## src/rtl/phy_rx_multilane_if.sv

```systemverilog
// Receive-path bundle: serial lane inputs in, unstriped word stream and lane status out.
interface phy_rx_multilane_if #(
  parameter int LANES  = 2,
  parameter int WORD_W = 32
);
  logic [LANES-1:0]  data_in;
  logic [WORD_W-1:0] data_out;
  logic              valid_out;
  logic [LANES-1:0]  active;
  logic [LANES-1:0]  overflow;

  modport master (output data_in, input data_out, valid_out, active, overflow);
  modport slave  (input data_in, output data_out, valid_out, active, overflow);
endinterface

```

## src/rtl/phy_rx_multilane.sv

```systemverilog
// Multilane receive front end: per-lane comma alignment, word assembly and deskew FIFO,
// followed by a strict round-robin unstriper onto one word stream.
module phy_rx_lane #(
  parameter int               SYM_W      = 8,
  parameter int               SYMS_PER_W = 4,
  parameter logic [SYM_W-1:0] COMMA      = 8'hBC,
  parameter int               LOCK_COUNT = 4,
  parameter int               FIFO_DEPTH = 4,
  localparam int              WORD_W     = SYM_W * SYMS_PER_W
) (
  input  logic              clk_32f,
  input  logic              reset,
  input  logic              din,
  input  logic              pop,
  output logic              active,
  output logic              overflow,
  output logic              empty,
  output logic [WORD_W-1:0] head
);
  localparam int BCW = $clog2(SYM_W);
  localparam int SCW = $clog2(SYMS_PER_W + 1);
  localparam int CW  = $clog2(LOCK_COUNT + 1);
  localparam int AW  = $clog2(FIFO_DEPTH);

  typedef enum logic [1:0] {UNLOCKED, LOCKING, LOCKED} st_t;
  st_t st, st_nxt;

  logic [SYM_W-2:0]  sr;
  logic [SYM_W-1:0]  sym;
  logic              match, bnd, take;
  logic [BCW-1:0]    bc;
  logic [CW-1:0]     cnt;
  logic [SCW-1:0]    sc;
  logic [WORD_W-1:0] wacc, wsh, wrd;
  logic              wr_pend;

  logic [WORD_W-1:0] mem [FIFO_DEPTH];
  logic [AW-1:0]     wp, rp;
  logic [AW:0]       fcnt;
  logic              full, wr;

  // sym is the value sr takes on this edge; only its low SYM_W-1 bits need storing
  assign sym   = {sr, din};
  assign match = (sym == COMMA);
  assign bnd   = (bc == '0);
  assign wsh   = WORD_W'({wacc, sym});

  always_ff @(posedge clk_32f) begin
    if (reset) st <= UNLOCKED;
    else       st <= st_nxt;
  end

  always_comb begin
    st_nxt = st;
    case (st)
      UNLOCKED: if (match) st_nxt = (LOCK_COUNT == 1) ? LOCKED : LOCKING;
      LOCKING:  if (bnd) begin
                  if (!match)                        st_nxt = UNLOCKED;
                  else if (cnt == CW'(LOCK_COUNT-1)) st_nxt = LOCKED;
                end
      default:  st_nxt = st;
    endcase
  end

  always_comb begin
    active = (st == LOCKED);
    take   = (st == LOCKED) && bnd && !match;
  end

  // a sliding comma hit makes this edge a boundary, so the next boundary is SYM_W edges later
  always_ff @(posedge clk_32f) begin
    if (reset) begin
      sr      <= '0;
      bc      <= '0;
      cnt     <= '0;
      sc      <= '0;
      wacc    <= '0;
      wrd     <= '0;
      wr_pend <= 1'b0;
    end else begin
      sr      <= sym[SYM_W-2:0];
      wr_pend <= 1'b0;
      if (st == UNLOCKED && match) begin
        bc  <= BCW'(1);
        cnt <= CW'(1);
      end else begin
        bc <= (bc == BCW'(SYM_W-1)) ? '0 : bc + 1'b1;
        if (st == LOCKING && bnd) cnt <= match ? cnt + 1'b1 : '0;
      end
      if (take) begin
        if (sc == SCW'(SYMS_PER_W-1)) begin
          sc      <= '0;
          wrd     <= wsh;
          wr_pend <= 1'b1;
        end else begin
          sc   <= sc + 1'b1;
          wacc <= wsh;
        end
      end
    end
  end

  // a pop in the same cycle frees the slot, so a full FIFO still accepts the word
  assign full  = (fcnt == (AW+1)'(FIFO_DEPTH));
  assign empty = (fcnt == '0);
  assign wr    = wr_pend && (!full || pop);
  assign head  = mem[rp];

  always_ff @(posedge clk_32f) begin
    if (wr) mem[wp] <= wrd;
  end

  always_ff @(posedge clk_32f) begin
    if (reset) begin
      wp       <= '0;
      rp       <= '0;
      fcnt     <= '0;
      overflow <= 1'b0;
    end else begin
      if (wr)  wp <= wp + 1'b1;
      if (pop) rp <= rp + 1'b1;
      fcnt <= fcnt + (AW+1)'(wr) - (AW+1)'(pop);
      if (wr_pend && !wr) overflow <= 1'b1;
    end
  end
endmodule

module phy_rx_multilane #(
  parameter int               LANES      = 2,
  parameter int               SYM_W      = 8,
  parameter int               SYMS_PER_W = 4,
  parameter logic [SYM_W-1:0] COMMA      = 8'hBC,
  parameter int               LOCK_COUNT = 4,
  parameter int               FIFO_DEPTH = 4,
  localparam int              WORD_W     = SYM_W * SYMS_PER_W
) (
  input  logic               clk_32f,
  input  logic               reset,
  phy_rx_multilane_if.slave  rx
);
  localparam int RW = (LANES > 1) ? $clog2(LANES) : 1;

  logic [LANES-1:0]             act, ovf, emp, pop;
  logic [LANES-1:0][WORD_W-1:0] head;
  logic [RW-1:0]                rr;
  logic                         en, go;

  for (genvar i = 0; i < LANES; i++) begin : g_lane
    phy_rx_lane #(
      .SYM_W(SYM_W), .SYMS_PER_W(SYMS_PER_W), .COMMA(COMMA),
      .LOCK_COUNT(LOCK_COUNT), .FIFO_DEPTH(FIFO_DEPTH)
    ) u_lane (
      .clk_32f  (clk_32f),
      .reset    (reset),
      .din      (rx.data_in[i]),
      .pop      (pop[i]),
      .active   (act[i]),
      .overflow (ovf[i]),
      .empty    (emp[i]),
      .head     (head[i])
    );
  end

  assign rx.active   = act;
  assign rx.overflow = ovf;

  // rr waits on an empty lane rather than skipping it, which keeps the unstripe order exact
  assign en = &act;
  assign go = en && !emp[rr];

  always_comb begin
    pop     = '0;
    pop[rr] = go;
  end

  always_ff @(posedge clk_32f) begin
    if (reset) begin
      rr           <= '0;
      rx.data_out  <= '0;
      rx.valid_out <= 1'b0;
    end else begin
      rx.valid_out <= go;
      if (go) begin
        rx.data_out <= head[rr];
        rr          <= (rr == RW'(LANES-1)) ? '0 : rr + 1'b1;
      end
    end
  end
endmodule

```

## src/flat_wrapper.sv

```systemverilog
// flat-port wrapper written by rule: the top's interface ports become plain ports
module phy_rx_multilane_flat 
#(
  parameter int               LANES      = 2,
  parameter int               SYM_W      = 8,
  parameter int               SYMS_PER_W = 4,
  parameter logic [SYM_W-1:0] COMMA      = 8'hBC,
  parameter int               LOCK_COUNT = 4,
  parameter int               FIFO_DEPTH = 4,
  localparam int              WORD_W     = SYM_W * SYMS_PER_W
)
  (clk_32f, reset, rx_data_in, rx_data_out, rx_valid_out, rx_active, rx_overflow);
  phy_rx_multilane_if #(.LANES(LANES), .WORD_W(32)) rx_i ();
  input  logic clk_32f;
  input  logic reset;
  input wire logic [$bits(rx_i.data_in)-1:0] rx_data_in;
  output wire logic [$bits(rx_i.data_out)-1:0] rx_data_out;
  output wire logic [$bits(rx_i.valid_out)-1:0] rx_valid_out;
  output wire logic [$bits(rx_i.active)-1:0] rx_active;
  output wire logic [$bits(rx_i.overflow)-1:0] rx_overflow;
  assign rx_i.data_in = rx_data_in;
  assign rx_data_out = rx_i.data_out;
  assign rx_valid_out = rx_i.valid_out;
  assign rx_active = rx_i.active;
  assign rx_overflow = rx_i.overflow;
  phy_rx_multilane #(.LANES(LANES), .SYM_W(SYM_W), .SYMS_PER_W(SYMS_PER_W), .COMMA(COMMA), .LOCK_COUNT(LOCK_COUNT), .FIFO_DEPTH(FIFO_DEPTH)) u_core (.clk_32f(clk_32f), .reset(reset), .rx(rx_i));
endmodule
```

## config.mk

```make
export PLATFORM = sky130hd
export DESIGN_NAME = phy_rx_multilane_flat
export DESIGN_NICKNAME = d
export VERILOG_FILES = /design/src/rtl/phy_rx_multilane_if.sv /design/src/rtl/phy_rx_multilane.sv /design/src/flat_wrapper.sv
export SDC_FILE = /design/constraint.sdc
export NUM_CORES = 1
export LEC_CHECK = 0
export CAP_MARGIN = 20
export CORE_MARGIN = 5
export CORE_UTILIZATION = 45
export DETAILED_ROUTE_END_ITERATION = 16
export HOLD_SLACK_MARGIN = 0.1
export SLEW_MARGIN = 20
export SYNTH_ARGS = -nofsm -noshare
export SYNTH_HDL_FRONTEND = slang
export SYNTH_SLANG_ARGS = --single-unit
```

## constraint.sdc

```tcl
create_clock -name clk_32f -period 3.55 [get_ports clk_32f]
set_input_delay 0.8875 -clock clk_32f [delete_from_list [all_inputs] [get_ports clk_32f]]
set_output_delay 0.8875 -clock clk_32f [all_outputs]
set_load 0.01 [all_outputs]
```

# [After elaboration in Yosys (flattened, before gate mapping)]
# Memory sizes are Yosys's and may differ from the RTL's. A register that Yosys moved wholly into a read port is not among the register bits.
# Cells that the tools add are included.
[word_totals] register_bits=200 ram_bits=256 memories=2
[memory_table] name="u_core.g_lane[0].u_lane.mem" depth=4 word_bits=32 rd=1 rd_clocked_by_memory_dff=1 write_ports=1 line_no="phy_rx_multilane.sv:37" text="logic [WORD_W-1:0] mem [FIFO_DEPTH];"
[memory_table] name="u_core.g_lane[1].u_lane.mem" depth=4 word_bits=32 rd=1 rd_clocked_by_memory_dff=1 write_ports=1 line_no="phy_rx_multilane.sv:37"
[classes] add_sub_neg=15 n_lt_le_gt_ge=2 eq_ne=20 mux=39 bitwise=5 reduce_logical=46
[ops] cell="$mux 32" count=2
[ops] cell="$mux 2" count=12
[ops] cell="$add 3x1->3 const B" count=6
[ops] cell="$mux 1" count=18
[ops] cell="$eq 8x8->1 const B" count=2
[ops] cell="$logic_and 1x1->1" count=14
[ops] cell="$eq 3x2->1 const B" count=4
[ops] cell="$eq 3x3->1 const B" count=4
[ops] cell="$logic_not 3->1" count=4
[ops] cell="$mux 3" count=4
[ops] cell="$reduce_and 2->1" count=5
[ops] cell="$add 2x1->2 const B" count=4
[ops] cell="$ne 2x2->1 const B" count=4
[ops] cell="$pmux 2 s2" count=2
[ops] cell="$reduce_and 4->1" count=2
[ops] cell="$reduce_bool 2->1" count=4
[ops] cell="$reduce_or 2->1" count=4
[ops] cell="$logic_not 1->1" count=7
[ops] cell="$add 3x1->3" count=2
[ops] cell="$ne 3x3->1 const B" count=2
[ops] cell="$reduce_or 3->1" count=2
[ops] cell="$sub 3x1->3" count=2
[ops] cell="$eq 2x1->1 const B" count=2
[ops] cell="$eq 2x2->1 const B" count=2
[ops] cell="other kinds (8)" count=13

# [Depth between registers and ports, before layout]
# Gate-level depths: netlist (run 1).
[depth] depth_word=10 ltp_mapped=13 depth_no_buf=12

# [By module]
# Synthesis (run 1) repeated with hierarchy kept, for this count alone.
[hier_totals] cells_unflattened=1150 hier_area_um2=18028.5
[by_module_without_submodules] mod="phy_rx_lane" instances=2 cells_each=496 area_each_um2=8147.8 seq_area_each_um2=5545.3
[by_module_without_submodules] mod="phy_rx_multilane" instances=1 cells_each=158 area_each_um2=1732.9 seq_area_each_um2=680.7

# [Worst setup path before layout (run 1)]
# Ideal clock, no wire load.
[synth_timing] path_type="flip-flop to flip-flop" startpoint="reg u_core.g_lane[1].u_lane.st[0]" endpoint="reg u_core.g_lane[1].u_lane.fcnt[2]" setup_ps=128 arrival_ps=2331 required_ps=3422 setup_slack_ps=1092 path_stages_with_launch=14 n_path_buf=1 period_less_slack_ps=2458 cell_sequence="dfxtp_1 > buf_2 > and4bb_1 > nand2_1 > a31oi_4 > inv_1 > ha_1 > inv_1 > ha_1 > inv_1 > fa_1 > xor2_1 > xnor2_1 > nor2_1"
[synth_between] elab_chain_len=8
[synth_lines] item="start: declaration" line_no="phy_rx_multilane.sv:26" text="st_t st, st_nxt;"
[synth_lines] item="start signal: assignment" line_no="phy_rx_multilane.sv:50" text="else st <= st_nxt;"
[synth_lines] item="$eq 2x2->1 *" line_no="phy_rx_multilane.sv:66" text="active = (st == LOCKED);"
[synth_lines] item="$reduce_and 2->1 *" line_no="phy_rx_multilane.sv:168" text="assign en = &act;"
[synth_lines] item="$logic_and 1x1->1 *" line_no="phy_rx_multilane.sv:169" text="assign go = en && !emp[rr];"
[synth_lines] item="$and 2x2->2 (no line) *"
[synth_lines] item="$logic_or 1x1->1" line_no="phy_rx_multilane.sv:106" text="assign wr = wr_pend && (!full || pop);"
[synth_lines] item="$logic_and 1x1->1" line_no="phy_rx_multilane.sv:106"
[synth_lines] item="$add 3x1->3" line_no="phy_rx_multilane.sv:122" text="fcnt <= fcnt + (AW+1)'(wr) - (AW+1)'(pop);"
[synth_lines] item="$sub 3x1->3 *" line_no="phy_rx_multilane.sv:122"
[synth_lines] item="end signal: assignment" line_no="phy_rx_multilane.sv:122"
[synth_lines] item="end: declaration" line_no="phy_rx_multilane.sv:39" text="logic [AW:0] fcnt;"
# Every way passes the cells marked *; elsewhere a longest branch is shown, timed or not.
# A chain may end at the register's enable or synchronous reset.

# [Worst setup path after layout (run 1)]
[layout_timing] startpoint="reg u_core.g_lane[1].u_lane.st[1]" endpoint="reg u_core.g_lane[1].u_lane.fcnt[2]"
# The elaborated chain is that of the path after synthesis.

==> flow_summary_export.csv, run 1 <==
group,metric,value,unit
logic_synthesis,synth_nets,1182,
detailed_routing,detail_route.first_pass.iterations,5,
timing,unrepaired_setup_endpoints_after_global_routing,"no",
detailed_routing,vias_per_cell,5.25,
power,swShare,19.0,%
logic_synthesis,synth.largest_area_cell,"sky130_fd_sc_hd__edfxtp_1",
layout,area.growth.synth_to_final,13.7,%
global_routing,grt_residual_overflow,0,
power,power.combinational.fraction,0.7,%
critical_path,rr_worst_depth,12,
global_routing,grt_pass1_vias,9321,
timing,min_period,2.80,ns
logic_synthesis,synthesis.instances,1152,
clock_network,gates_resized_cts_repair,0,
floorplanning,dieHeight,206,um
global_routing,maximum_number_of_pins_on_one_net_before_global_route_repair,177,
clock_network,root_buffer,"sky130_fd_sc_hd__clkbuf_16",
detailed_routing,detail-route-antenna-nets,0,
critical_path,critical_path.startpoint,"u_core.g_lane[1].u_lane.st[1]",
detailed_routing,detail_route.drc_violations,0,
critical_path,timing.rr.start,"u_core.g_lane[1].u_lane.st[1]",
detailed_routing,wl_cell,19.2,um
logic_synthesis,synth-edff-count,256,
critical_path,critPathMaxFanout,10,
critical_path,startpoint_kind_of_the_worst_setup_timing_path,"flip-flop",
detailed_routing,number_of_violations_reported_at_the_end_of_detailed_routing_iteration_0,585,
power,net-switching-power,2.02,mW
timing,timing_worst_slew_pin_value,0.764,ns
clock_network,cts.repair_timing.setup_buffer_count,0,
floorplanning,fp.dieArea,0.0424,mm2
critical_path,worst-endpoint-arrival,3.19,ns
critical_path,crit_required,3.94,ns
floorplanning,number_of_placement_rows,71,
critical_path,timing.reg2reg.setup_slack,0.75,ns
power,totalPowerFinal,10.6,mW
timing,aggregate_negative_setup_slack,0,ns
critical_path,endpoint_kind,"flip-flop",
floorplanning,core_area,0.0378,mm2
logic_synthesis,ys.flop_type,"sky130_fd_sc_hd__edfxtp_1",
clock_network,cts_max_path_buffers,3,
power,power.ir.vdd_worst,0.350,mV
logic_synthesis,dominant_cells_by_area_after_synthesis,"sky130_fd_sc_hd__edfxtp_1 (45%), sky130_fd_sc_hd__dfxtp_1 (24%), sky130_fd_sc_hd__mux4_2 (8.0%)",
layout,postLayoutCoreUtil,52.0,%
placement,dp_cells,1654,
layout,antennaDiodeCount,0,
hold_path,hold_path_end,"u_core.g_lane[0].u_lane.overflow",
detailed_routing,routed-via-count,9123,
power,cellPowerDensity,542,mW/mm2
logic_synthesis,synth_seq_area_share,68.2,%
logic_synthesis,synth.top_cell.area_share,44.5,%
clock_network,clk_pin_slew_worst_paths,0.06,ns
floorplanning,initial_cell_density_of_the_core,45.7,%
timing,fmax,357,MHz
hold_path,timing.hold.worst.class,"flip-flop to flip-flop",
logic_synthesis,ys_async_sr_fraction,0,%
layout,drive_gt1_share,13.9,%
placement,dpl.hpwl,19300,um
clock_network,worstSkewPairLatency,0.55,ns
placement,port_buffers,40,
global_routing,grt_pass1_wl,53300,um
power,clkPwrFrac,46.9,%
clock_network,clock_sinks,460,
placement,place_congestion,0.709,
clock_network,ctsHtreeMaxLevel,2,
power,seq_power_share,52.5,%
critical_path,r2r_end,"u_core.g_lane[1].u_lane.fcnt[2]",
floorplanning,floorplan.io_pins,41,
logic_synthesis,synthesis.area,0.0173,mm2
power,leakage,6.16,nW
timing,clock_skew,0.0258,ns
clock_network,cts_tree,"built",
logic_synthesis,yosysWarnings,0,
floorplanning,fp.dieW,206,um
logic_synthesis,syn_area_per_cell,15.0,um2
timing,worst_slew_margin_rel,49.0,%
outcome,outcome,"finished, final reports clean",
hold_path,hold_start,"u_core.g_lane[0].u_lane.overflow",
timing,post-route-period-util,79.0,%
run,maxCapViolCount,0,
global_routing,gr-usage-all-layers,16.1,%
detailed_routing,wirelength,33400,um
logic_synthesis,synth.ff_latch_count,460,
clock_network,cts_inserted_buffers,46,
critical_path,setup.worst_path.class,"flip-flop to flip-flop",
timing,setup-violations-final,0,
layout,finalNonFillerCells,1739,
layout,finish.net_count,1221,
power,internal_power,8.62,mW
layout,num-fill-cells,3131,
timing,final_max_slew_viol_count,0,
logic_synthesis,synth_cell_types,63,
timing,finalHoldViolations,0,
global_routing,grt_antenna_before_repair,0,
hold_path,worst_hold_path.num_cells,2,
clock_network,hold_buffers,0,
[how the worst max path moves through the flow]
stage | end | slack [ns] | cells after the start
after floorplan | u_core.g_lane[1].u_lane.fcnt[2] | 1.09 | 13
after global placement | u_core.g_lane[1].u_lane.wrd[26] | 0.61 | 5
after detailed placement | u_core.g_lane[1].u_lane.wrd[27] | 0.57 | 5
after CTS | u_core.g_lane[1].u_lane.fcnt[2] | 0.74 | 12
after global routing | u_core.g_lane[1].u_lane.fcnt[2] | 0.52 | 12
final | u_core.g_lane[1].u_lane.fcnt[2] | 0.75 | 12
[cells by family (layout without fill, tap and decap cells)]
logic type / Yosys count / in the layout / synth area share, %
flip-flops: 460 / 460 / 68.2
AND/OR/NAND/NOR: 317 / 317 / 9.33
AO/OA/AOI/OAI: 133 / 133 / 5.54
multiplexers: 116 / 116 / 11.4
buffers and inverters: 92 / 168 / 3.13
adder cells (fa/ha/maj): 26 / 26 / 1.97
XOR/XNOR: 8 / 8 / 0.406
[flip-flops by register name (all words and copies together), names as in the netlist, named ones only]
register,flops
u_core.g_lane.u_lane.wp,4
u_core.g_lane.u_lane.cnt,6
u_core.g_lane.u_lane.wr_pend,2
u_core.rx.valid_out,1
u_core.rx.data_out,32
u_core.g_lane.u_lane.sr,14
u_core.g_lane.u_lane.sc,6
u_core.g_lane.u_lane.overflow,2
u_core.g_lane.u_lane.mem,256
u_core.rr,1
u_core.g_lane.u_lane.rp,4
u_core.g_lane.u_lane.wacc,48
u_core.g_lane.u_lane.st,4
u_core.g_lane.u_lane.fcnt,6
u_core.g_lane.u_lane.bc,6
u_core.g_lane.u_lane.wrd,64
[placed cells by master, fill, tap and decap left out, drive strengths merged, types with 3 or more instances in the layout]
cell / count
clkbuf: 66
nand2b: 3
dfxtp: 204
inv: 25
clkdlybuf4s50: 39
mux2i: 51
buf: 20
nand4bb: 5
o21ai: 3
a21oi: 75
clkinv: 9
ha: 24
mux4: 64
bufinv: 7
nand3: 8
a22oi: 4
and3: 8
nor2b: 51
nand2: 130
edfxtp: 256
and4bb: 3
or4: 4
nor2: 80
and2: 5
o31ai: 3
xnor2: 6
a221o: 32
or2: 3
nand4b: 3
a41oi: 3
nor3: 5
[final cells by class]
| type | instances | area [um2] | share of cell area (%) |
|---|---|---|---|
| sequential | 460 | 11800 | 60.0 |
| timing repair buffer | 59 | 582 | 2.96 |
| multi-input combinational | 600 | 4970 | 25.3 |
| clock buffer | 66 | 1280 | 6.51 |
| tap | 511 | 639 | 3.26 |
| inverter | 24 | 90.1 | 0.459 |
| clock inverter | 19 | 299 | 1.52 |
[cells in the mapped netlist (3+ instances only)]
master / count
sky130_fd_sc_hd__mux4_1: 3
sky130_fd_sc_hd__ha_1: 24
sky130_fd_sc_hd__dfxtp_1: 204
sky130_fd_sc_hd__buf_6: 12
sky130_fd_sc_hd__nand3_1: 8
sky130_fd_sc_hd__clkbuf_1: 29
sky130_fd_sc_hd__a22oi_1: 4
sky130_fd_sc_hd__a21oi_1: 74
sky130_fd_sc_hd__nor2b_1: 51
sky130_fd_sc_hd__o21ai_0: 3
sky130_fd_sc_hd__or4_1: 3
sky130_fd_sc_hd__nand2_1: 130
sky130_fd_sc_hd__nand4bb_4: 3
sky130_fd_sc_hd__buf_12: 3
sky130_fd_sc_hd__a41oi_1: 3
sky130_fd_sc_hd__buf_2: 12
sky130_fd_sc_hd__and3_1: 8
sky130_fd_sc_hd__edfxtp_1: 256
sky130_fd_sc_hd__nor3_1: 4
sky130_fd_sc_hd__mux4_2: 61
sky130_fd_sc_hd__buf_4: 11
sky130_fd_sc_hd__nor2_1: 80
sky130_fd_sc_hd__a221o_1: 32
sky130_fd_sc_hd__xnor2_1: 6
sky130_fd_sc_hd__nand2b_1: 3
sky130_fd_sc_hd__inv_1: 24
sky130_fd_sc_hd__and2_1: 5
sky130_fd_sc_hd__mux2i_1: 51
[critical path, stage by stage (launching register included)]
cell                       delay, ns
sky130_fd_sc_hd__dfxtp_1        0.56
sky130_fd_sc_hd__and4bb_1       0.34
sky130_fd_sc_hd__nand2_1        0.13
sky130_fd_sc_hd__a31oi_4        0.28
sky130_fd_sc_hd__inv_1          0.07
sky130_fd_sc_hd__ha_1           0.29
sky130_fd_sc_hd__inv_1          0.06
sky130_fd_sc_hd__ha_1           0.13
sky130_fd_sc_hd__inv_1          0.05
sky130_fd_sc_hd__fa_1           0.38
sky130_fd_sc_hd__xor2_1         0.18
sky130_fd_sc_hd__xnor2_1        0.15
sky130_fd_sc_hd__nor2_1         0.05
[metrics by stage]
stage               hold WS [ns]  area [um2]  worst slack [ns]
finish                     0.448       19600             0.746
global route               0.469       19600             0.519
detailed placement         0.441       18100             0.575
global placement           0.434       18100             0.612
CTS                        0.448       19600             0.738
floorplan                  0.426       17300              1.09
[routing by layer]
metal	wire, um	track usage [%]	vias up
li1	-	-	4344
met1	15700	23.4	4573
met2	15700	26.0	160
met3	1320	2.31	46
met4	663	4.04	0
met5	0	0	-
[power groups by stage]
stage          Clock (mW)  Sequential, mW  Combinational [mW]
3_5_place_dp            0            5.70              0.0718
6_report             4.98            5.58              0.0705
5_1_grt              5.34            5.58              0.0783
2_1_floorplan           0            5.69              0.0505
4_1_cts              5.09            5.58              0.0719
3_3_place_gp            0            5.70              0.0705
No activity file was read; power rests on OpenSTA's default activity.
==> run 2, diff against run 1 <==
==> constraint.sdc (replaced) <==
create_clock -name clk_32f -period 2.65 [get_ports clk_32f]
set_input_delay 0.6625 -clock clk_32f [delete_from_list [all_inputs] [get_ports clk_32f]]
set_output_delay 0.6625 -clock clk_32f [all_outputs]
set_load 0.01 [all_outputs]
==> run 2 against run 1 <==
Compared with the run above: clock skew fell by 0.017 ns; sequential share of layout area is 0.73 points lower; die area did not move; final cell count increased by 0.98%; largest power group unchanged; core utilization rose by 0.64 points; via count grew 1.9%; sequential power grew 34%; global-route usage is 0.33 points higher.
==> flow_summary_export.csv, run 2 (synthesized netlist as in run 1, its figures left out) <==
group,metric,value,unit
timing,worst_slew_margin_rel,54.8,%
layout,largestRegisters,"u_core.g_lane.u_lane.mem x256, u_core.g_lane.u_lane.wrd x64, u_core.g_lane.u_lane.wacc x48",
power,leakage,6.31,nW
global_routing,gr-usage-all-layers,16.4,%
timing,final_max_slew_viol_count,0,
clock_network,cts_inserted_buffers,47,
hold_path,timing.hold.worst.class,"input port to flip-flop",
timing,aggregate_negative_setup_slack,0,ns
run,maxCapViolCount,0,
global_routing,grt_antenna_before_repair,0,
outcome,outcome,"finished, final reports clean",
timing,clock_skew,0.00931,ns
detailed_routing,detail_route.drc_violations,0,
global_routing,grt_pass1_vias,9425,
global_routing,maximum_number_of_pins_on_one_net_before_global_route_repair,66,
clock_network,root_buffer,"sky130_fd_sc_hd__clkbuf_16",
floorplanning,floorplan.io_pins,41,
detailed_routing,detail-route-antenna-nets,0,
layout,antennaDiodeCount,0,
timing,unrepaired_setup_endpoints_after_global_routing,"no",
placement,place_congestion,0.734,
layout,largest_reg_flops,256,
floorplanning,fp.dieW,206,um
layout,leading_cell_type_in_the_layout_fill_and_taps_excluded,"sky130_fd_sc_hd__edfxtp_1",
layout,top_library_cells_by_usage_in_the_layout_fill_and_taps_aside,"sky130_fd_sc_hd__edfxtp_1 (256), sky130_fd_sc_hd__dfxtp_1 (202), sky130_fd_sc_hd__nand2_1 (130), sky130_fd_sc_hd__nor2_1 (80), sky130_fd_sc_hd__a21oi_1 (74)",
critical_path,setup.worst_path.class,"flip-flop to primary output",
global_routing,met1_capacity_usage_during_global_routing,23.1,%
detailed_routing,wirelength,34100,um
layout,regMostFlops,"u_core.g_lane.u_lane.mem",
critical_path,crit_required,1.99,ns
global_routing,grt_util_met2,27.1,%
placement,detailed_place.area,0.0183,mm2
critical_path,critPathMaxFanout,8,
global_routing,grt_use_met3,2.43,%
clock_network,worstSkewPairLatency,0.54,ns
power,cellPowerDensity,715,mW/mm2
layout,drive_gt1_share,15.4,%
floorplanning,fp.dieArea,0.0424,mm2
layout,finish.net_count,1237,
clock_network,clk_pin_slew_worst_paths,0.06,ns
timing,finalHoldViolations,0,
clock_network,cts_tree,"built",
timing,fmax,403,MHz
critical_path,endpoint_kind,"primary output",
detailed_routing,detail_route.first_pass.iterations,4,
global_routing,grt_residual_overflow,0,
timing,min_period,2.48,ns
layout,area.growth.synth_to_final,15.1,%
floorplanning,core_area,0.0378,mm2
global_routing,grt_busiest_layer,"met2",
detailed_routing,number_of_violations_reported_at_the_end_of_detailed_routing_iteration_0,699,
detailed_routing,wl_cell,19.4,um
power,power.ir.vdd_worst,0.406,mV
critical_path,worst-endpoint-arrival,1.82,ns
clock_network,cts.repair_timing.setup_buffer_count,0,
clock_network,gates_resized_cts_repair,0,
detailed_routing,routed-via-count,9292,
timing,setup-violations-final,0,
clock_network,hold_buffers,0,
layout,postLayoutCellArea,0.0199,mm2
critical_path,startpoint_kind_of_the_worst_setup_timing_path,"flip-flop",
clock_network,cts_max_path_buffers,3,
global_routing,grt_pass1_wl,54200,um
placement,dpl.hpwl,20300,um
floorplanning,dieHeight,206,um
clock_network,clock_sinks,460,
floorplanning,initial_cell_density_of_the_core,45.7,%
clock_network,ctsHtreeMaxLevel,2,
placement,port_buffers,40,
timing,post-route-period-util,93.7,%
floorplanning,number_of_placement_rows,71,
detailed_routing,vias_per_cell,5.29,
timing,timing_worst_slew_pin_value,0.677,ns
run 2: layer usage:
metal | up-vias | part of all wire (%) | routed length [um]
li1 | 4387 | - | -
met1 | 4685 | 46 | 15500
met4 | 0 | 2.3 | 793
met3 | 50 | 3.9 | 1320
met2 | 170 | 48 | 16400
met5 | - | 0 | 0
run 2: area by class of cell:
class	count	area, um2
multi-input cells	600	4970
clock buffers	64	1350
clock inverters	23	225
flip-flops and latches	460	11800
repair buffers	74	820
fillers	3128	17900
inverters	24	90.1
well taps	511	639
run 2: worst max-delay path, cell delays in order (launching register included):
cell                              delay (ns)
sky130_fd_sc_hd__dfxtp_1                0.39
sky130_fd_sc_hd__buf_4                  0.18
sky130_fd_sc_hd__nor2b_1                0.16
sky130_fd_sc_hd__clkdlybuf4s50_1        0.55
run 2: path summary, 6_finish.rpt:
kind / from / endpoint / slack (ns) / cells past startpoint
max: u_core.g_lane[0].u_lane.st[1] / rx_active[0] / 0.17 / 3
max reg2reg: u_core.g_lane[0].u_lane.st[1] / u_core.g_lane[1].u_lane.fcnt[2] / 0.23 / 12
min: reset / u_core.g_lane[1].u_lane.rp[0] / 0.33 / 2
min reg2reg: u_core.g_lane[0].u_lane.overflow / u_core.g_lane[0].u_lane.overflow / 0.45 / 2
run 2: metrics by stage:
| stage | setup slack (ns) | hold WS [ns] | total power, mW | std cells | util (%) |
|---|---|---|---|---|---|
| after floorplan | 0.192 | 0.426 | 7.69 | 1152 | - |
| after global placement | 0.237 | 0.435 | 7.72 | 1669 | 48.5 |
| after detailed placement | 0.169 | 0.440 | 7.73 | 1669 | 48.5 |
| after CTS | 0.140 | 0.307 | 14.4 | 1756 | 52.6 |
| after global routing | 0.00599 | 0.326 | 14.7 | 1756 | 52.6 |
| final | 0.166 | 0.329 | 14.2 | 1756 | 52.6 |
run 2: report_power, final:
| group | total, mW | internal, mW | switching, mW |
|---|---|---|---|
| Clock | 6.64 | 3.98 | 2.66 |
| Sequential | 7.48 | 7.46 | 0.0133 |
| Combinational | 0.0926 | 0.0287 | 0.0639 |
==> run 3, diff against run 2 <==
--- a/config.mk
+++ b/config.mk
@@ -5,10 +5,12 @@
 export SDC_FILE = /design/constraint.sdc
 export NUM_CORES = 1
 export LEC_CHECK = 0
+export ABC_AREA = 1
 export CAP_MARGIN = 20
 export CORE_MARGIN = 5
 export CORE_UTILIZATION = 45
 export DETAILED_ROUTE_END_ITERATION = 16
+export GPL_ROUTABILITY_DRIVEN = 0
 export HOLD_SLACK_MARGIN = 0.1
 export SLEW_MARGIN = 20
 export SYNTH_ARGS = -nofsm -noshare
==> run 3 against run 2 <==
Compared with the run above: sequential cell count unchanged; via count up 29%; sequential share of layout area down 2.1 points; critical endpoint unchanged; setup slack better by 0.012 ns; first-iteration DRC count up 13%; power down 0.25%; non-clock buffer count up 7; synthesized area up 4.6%; clock power down 0.6%; clock skew up 0.0063 ns; sequential power about the same.
==> flow_summary_export.csv, run 3 <==
group,metric,value,unit
detailed_routing,number_of_violations_reported_at_the_end_of_detailed_routing_iteration_0,790,
critical_path,timing.critical_path.max_delay_family,"buffers and inverters",
logic_synthesis,synth_cell_types,32,
timing,timing_worst_slew_pin_value,0.868,ns
logic_synthesis,synthesis.area,0.0181,mm2
layout,regMostFlops,"u_core.g_lane.u_lane.mem",
global_routing,grt_residual_overflow,0,
logic_synthesis,ys.flop_type,"sky130_fd_sc_hd__edfxtp_1",
critical_path,worst-endpoint-arrival,1.81,ns
critical_path,crit_required,1.99,ns
layout,drive_gt1_share,8.97,%
layout,antennaDiodeCount,0,
critical_path,setup.worst_path.class,"flip-flop to primary output",
critical_path,critical_path_buf_inv_count,3,
floorplanning,core_area,0.0397,mm2
global_routing,grt_pass1_wl,61600,um
timing,min_period,2.47,ns
layout,leading_cell_type_in_the_layout_fill_and_taps_excluded,"sky130_fd_sc_hd__nand2_1",
logic_synthesis,dominant_cells_by_area_after_synthesis,"sky130_fd_sc_hd__edfxtp_1 (43%), sky130_fd_sc_hd__dfxtp_1 (23%), sky130_fd_sc_hd__nand2_1 (6.5%)",
detailed_routing,detail_route.drc_violations,0,
logic_synthesis,muxShareOfSynthArea,0,%
placement,port_buffers,40,
critical_path,worstPathCellList,"inv_1, nand2_2, clkinv_1, clkdlybuf4s50_1",
power,internal_power,11.4,mW
power,power.combinational.fraction,0.7,%
detailed_routing,routed-via-count,11969,
run,maxCapViolCount,0,
power,leakage,7.37,nW
layout,finish.net_count,1853,
global_routing,grt_pass1_vias,11348,
layout,multiInputGateArea,0.00522,mm2
clock_network,worstSkewPairLatency,0.57,ns
floorplanning,dieHeight,210,um
global_routing,gr-usage-all-layers,17.3,%
power,cellPowerDensity,688,mW/mm2
critical_path,timing.rr.start,"u_core.g_lane[0].u_lane.st[0]",
clock_network,ctsHtreeMaxLevel,2,
logic_synthesis,post_synth_xor_area_fraction,0.0970,%
logic_synthesis,yosysWarnings,0,
floorplanning,initial_cell_density_of_the_core,45.5,%
layout,largestRegisters,"u_core.g_lane.u_lane.mem x256, u_core.g_lane.u_lane.wrd x64, u_core.g_lane.u_lane.wacc x48",
logic_synthesis,synthesis.instances,1802,
floorplanning,number_of_placement_rows,73,
timing,clock_skew,0.0156,ns
logic_synthesis,synth_nets,1832,
logic_synthesis,ys_async_sr_fraction,0,%
timing,final_max_slew_viol_count,0,
logic_synthesis,synth.top_cells.by_count,"sky130_fd_sc_hd__nand2_1 (314), sky130_fd_sc_hd__edfxtp_1 (256), sky130_fd_sc_hd__nor2_1 (247), sky130_fd_sc_hd__dfxtp_1 (204), sky130_fd_sc_hd__a21oi_1 (203)",
outcome,outcome,"finished, final reports clean",
detailed_routing,wirelength,38100,um
clock_network,root_buffer,"sky130_fd_sc_hd__clkbuf_16",
timing,finalHoldViolations,0,
logic_synthesis,syn_area_per_cell,10.0,um2
power,seq_power_share,52.7,%
detailed_routing,detail-route-antenna-nets,0,
detailed_routing,vias_per_cell,5.02,
layout,top_library_cells_by_usage_in_the_layout_fill_and_taps_aside,"sky130_fd_sc_hd__nand2_1 (313), sky130_fd_sc_hd__edfxtp_1 (256), sky130_fd_sc_hd__nor2_1 (238), sky130_fd_sc_hd__a21oi_1 (203), sky130_fd_sc_hd__dfxtp_1 (199)",
floorplanning,floorplan.io_pins,41,
logic_synthesis,yosys.cell_count.top_type,"sky130_fd_sc_hd__nand2_1",
power,net-switching-power,2.74,mW
clock_network,clock_sinks,460,
critical_path,endpoint_kind,"primary output",
global_routing,maximum_number_of_pins_on_one_net_before_global_route_repair,177,
critical_path,cpPeakStageDelay,0.54,ns
hold_path,timing.hold.worst.class,"flip-flop to flip-flop",
logic_synthesis,synth_seq_area_share,65.2,%
timing,setup-violations-final,0,
power,power.ir.vdd_worst,0.553,mV
layout,ff_latch_area,0.0118,mm2
layout,largest_reg_flops,256,
power,clkPwrFrac,46.6,%
clock_network,clk_pin_slew_worst_paths,0.06,ns
logic_synthesis,synth.top_cell.area_share,42.6,%
placement,dpl.hpwl,23400,um
timing,aggregate_negative_setup_slack,0,ns
logic_synthesis,synth.ff_latch_count,460,
logic_synthesis,synthAdderAreaFrac,1.88,%
critical_path,critPathMaxFanout,3,
timing,final.hold.worst_slack,0.451,ns
timing,fmax,405,MHz
logic_synthesis,synth_top_family_by_area,"simple AND/OR/NAND/NOR gates",
hold_path,hold_start,"u_core.g_lane[1].u_lane.overflow",
critical_path,critical_path.slowest_cell,"sky130_fd_sc_hd__clkdlybuf4s50_1",
timing,worst_slew_margin_rel,42.1,%
layout,area.growth.synth_to_final,14.1,%
clock_network,cts_inserted_buffers,47,
floorplanning,fp.dieW,210,um
logic_synthesis,synth.largest_area_cell,"sky130_fd_sc_hd__edfxtp_1",
power,swShare,19.3,%
global_routing,grt_antenna_before_repair,0,
layout,num-fill-cells,3499,
logic_synthesis,synth_compound_gate_area_share,10.0,%
timing,post-route-period-util,93.3,%
floorplanning,fp.dieArea,0.0442,mm2
detailed_routing,wl_cell,16.0,um
clock_network,cts_max_path_buffers,3,
timing,unrepaired_setup_endpoints_after_global_routing,"no",
clock_network,cts_tree,"built",
critical_path,startpoint_kind_of_the_worst_setup_timing_path,"flip-flop",
clock_network,hold_buffers,0,
detailed_routing,detail_route.first_pass.iterations,5,
logic_synthesis,post_synth_and_or_nand_nor_area_fraction,16.7,%
critical_path,critical_path.startpoint,"u_core.g_lane[0].u_lane.st[0]",
logic_synthesis,synth-edff-count,256,
-- run 3: changes by cell type after synthesis, sizes merged, moves of 51 or more --
cell / change
mux2i: -51
mux4: -64
nand3: +123
nand2: +194
a21oi: +129
nor2: +176
o21ai: +100
nor2b: -51
inv: +117
-- run 3: final timing paths --
| path | depth (start not counted) | slack (ns) | end |
|---|---|---|---|
| setup / recovery | 4 | 0.18 | rx_active[0] |
| hold / removal | 2 | 0.45 | u_core.g_lane[1].u_lane.overflow |
| setup reg to reg | 14 | 0.23 | u_core.g_lane[0].u_lane.fcnt[2] |
| hold reg to reg | 2 | 0.45 | u_core.g_lane[1].u_lane.overflow |
-- run 3: kinds of logic after synthesis --
| family | after synthesis |
|---|---|
| flops | 460 |
| simple gates | 719 |
| compound gates | 343 |
| buf+inv | 252 |
| xor+xnor | 2 |
| fa+ha+maj | 26 |
-- run 3: worst min-delay path, delay by kind of cell, from the launching register on --
family,cells,cell delay [ns]
AO/OA/AOI/OAI,1,0.05
flip-flops,1,0.30
buffers and inverters,1,0.05
-- run 3: layer usage --
metal | wire [um] | up-vias | track usage, % | share of wire, %
met4 | 670 | 0 | 4.12 | 1.8
met3 | 1740 | 50 | 2.89 | 4.6
met5 | 0 | - | 0 | 0
met2 | 17100 | 222 | 26.8 | 45
met1 | 18600 | 5614 | 25.8 | 49
li1 | - | 6083 | - | -
-- run 3: area by class of cell --
cell class / count / share of cell area [%]
Inverter: 143 / 2.62
Clock inverter: 22 / 1.24
Sequential cell: 460 / 57.2
Multi-Input combinational cell: 1090 / 25.3
Clock buffer: 65 / 6.34
Tap cell: 525 / 3.19
Timing Repair Buffer: 81 / 4.13
-- run 3: through the flow --
step	instances	setup slack (ns)	area, um2	utilization [%]	power, mW
3_3_place_gp	2295	0.193	19000	47.8	7.73
5_1_grt	2386	0.0351	20600	51.9	14.6
2_1_floorplan	1802	-0.214	18100	-	7.70
3_5_place_dp	2295	0.166	19000	47.8	7.73
6_report	2386	0.178	20600	51.9	14.2
4_1_cts	2382	0.137	20600	51.7	14.3
-- run 3: what timing repair did --
action	4_1_cts	5_1_grt
setup buffers	0	4
setup endpoints to repair	0	2
gates resized for setup	0	10
-- run 3: power groups by stage --
| stage | combinational (mW) | clock (mW) | sequential [mW] |
|---|---|---|---|
| 6_report | 0.101 | 6.60 | 7.47 |
| 5_1_grt | 0.118 | 7.05 | 7.47 |
| 4_1_cts | 0.103 | 6.75 | 7.47 |
| 3_5_place_dp | 0.103 | 0 | 7.63 |
| 3_3_place_gp | 0.100 | 0 | 7.63 |
| 2_1_floorplan | 0.0732 | 0 | 7.62 |
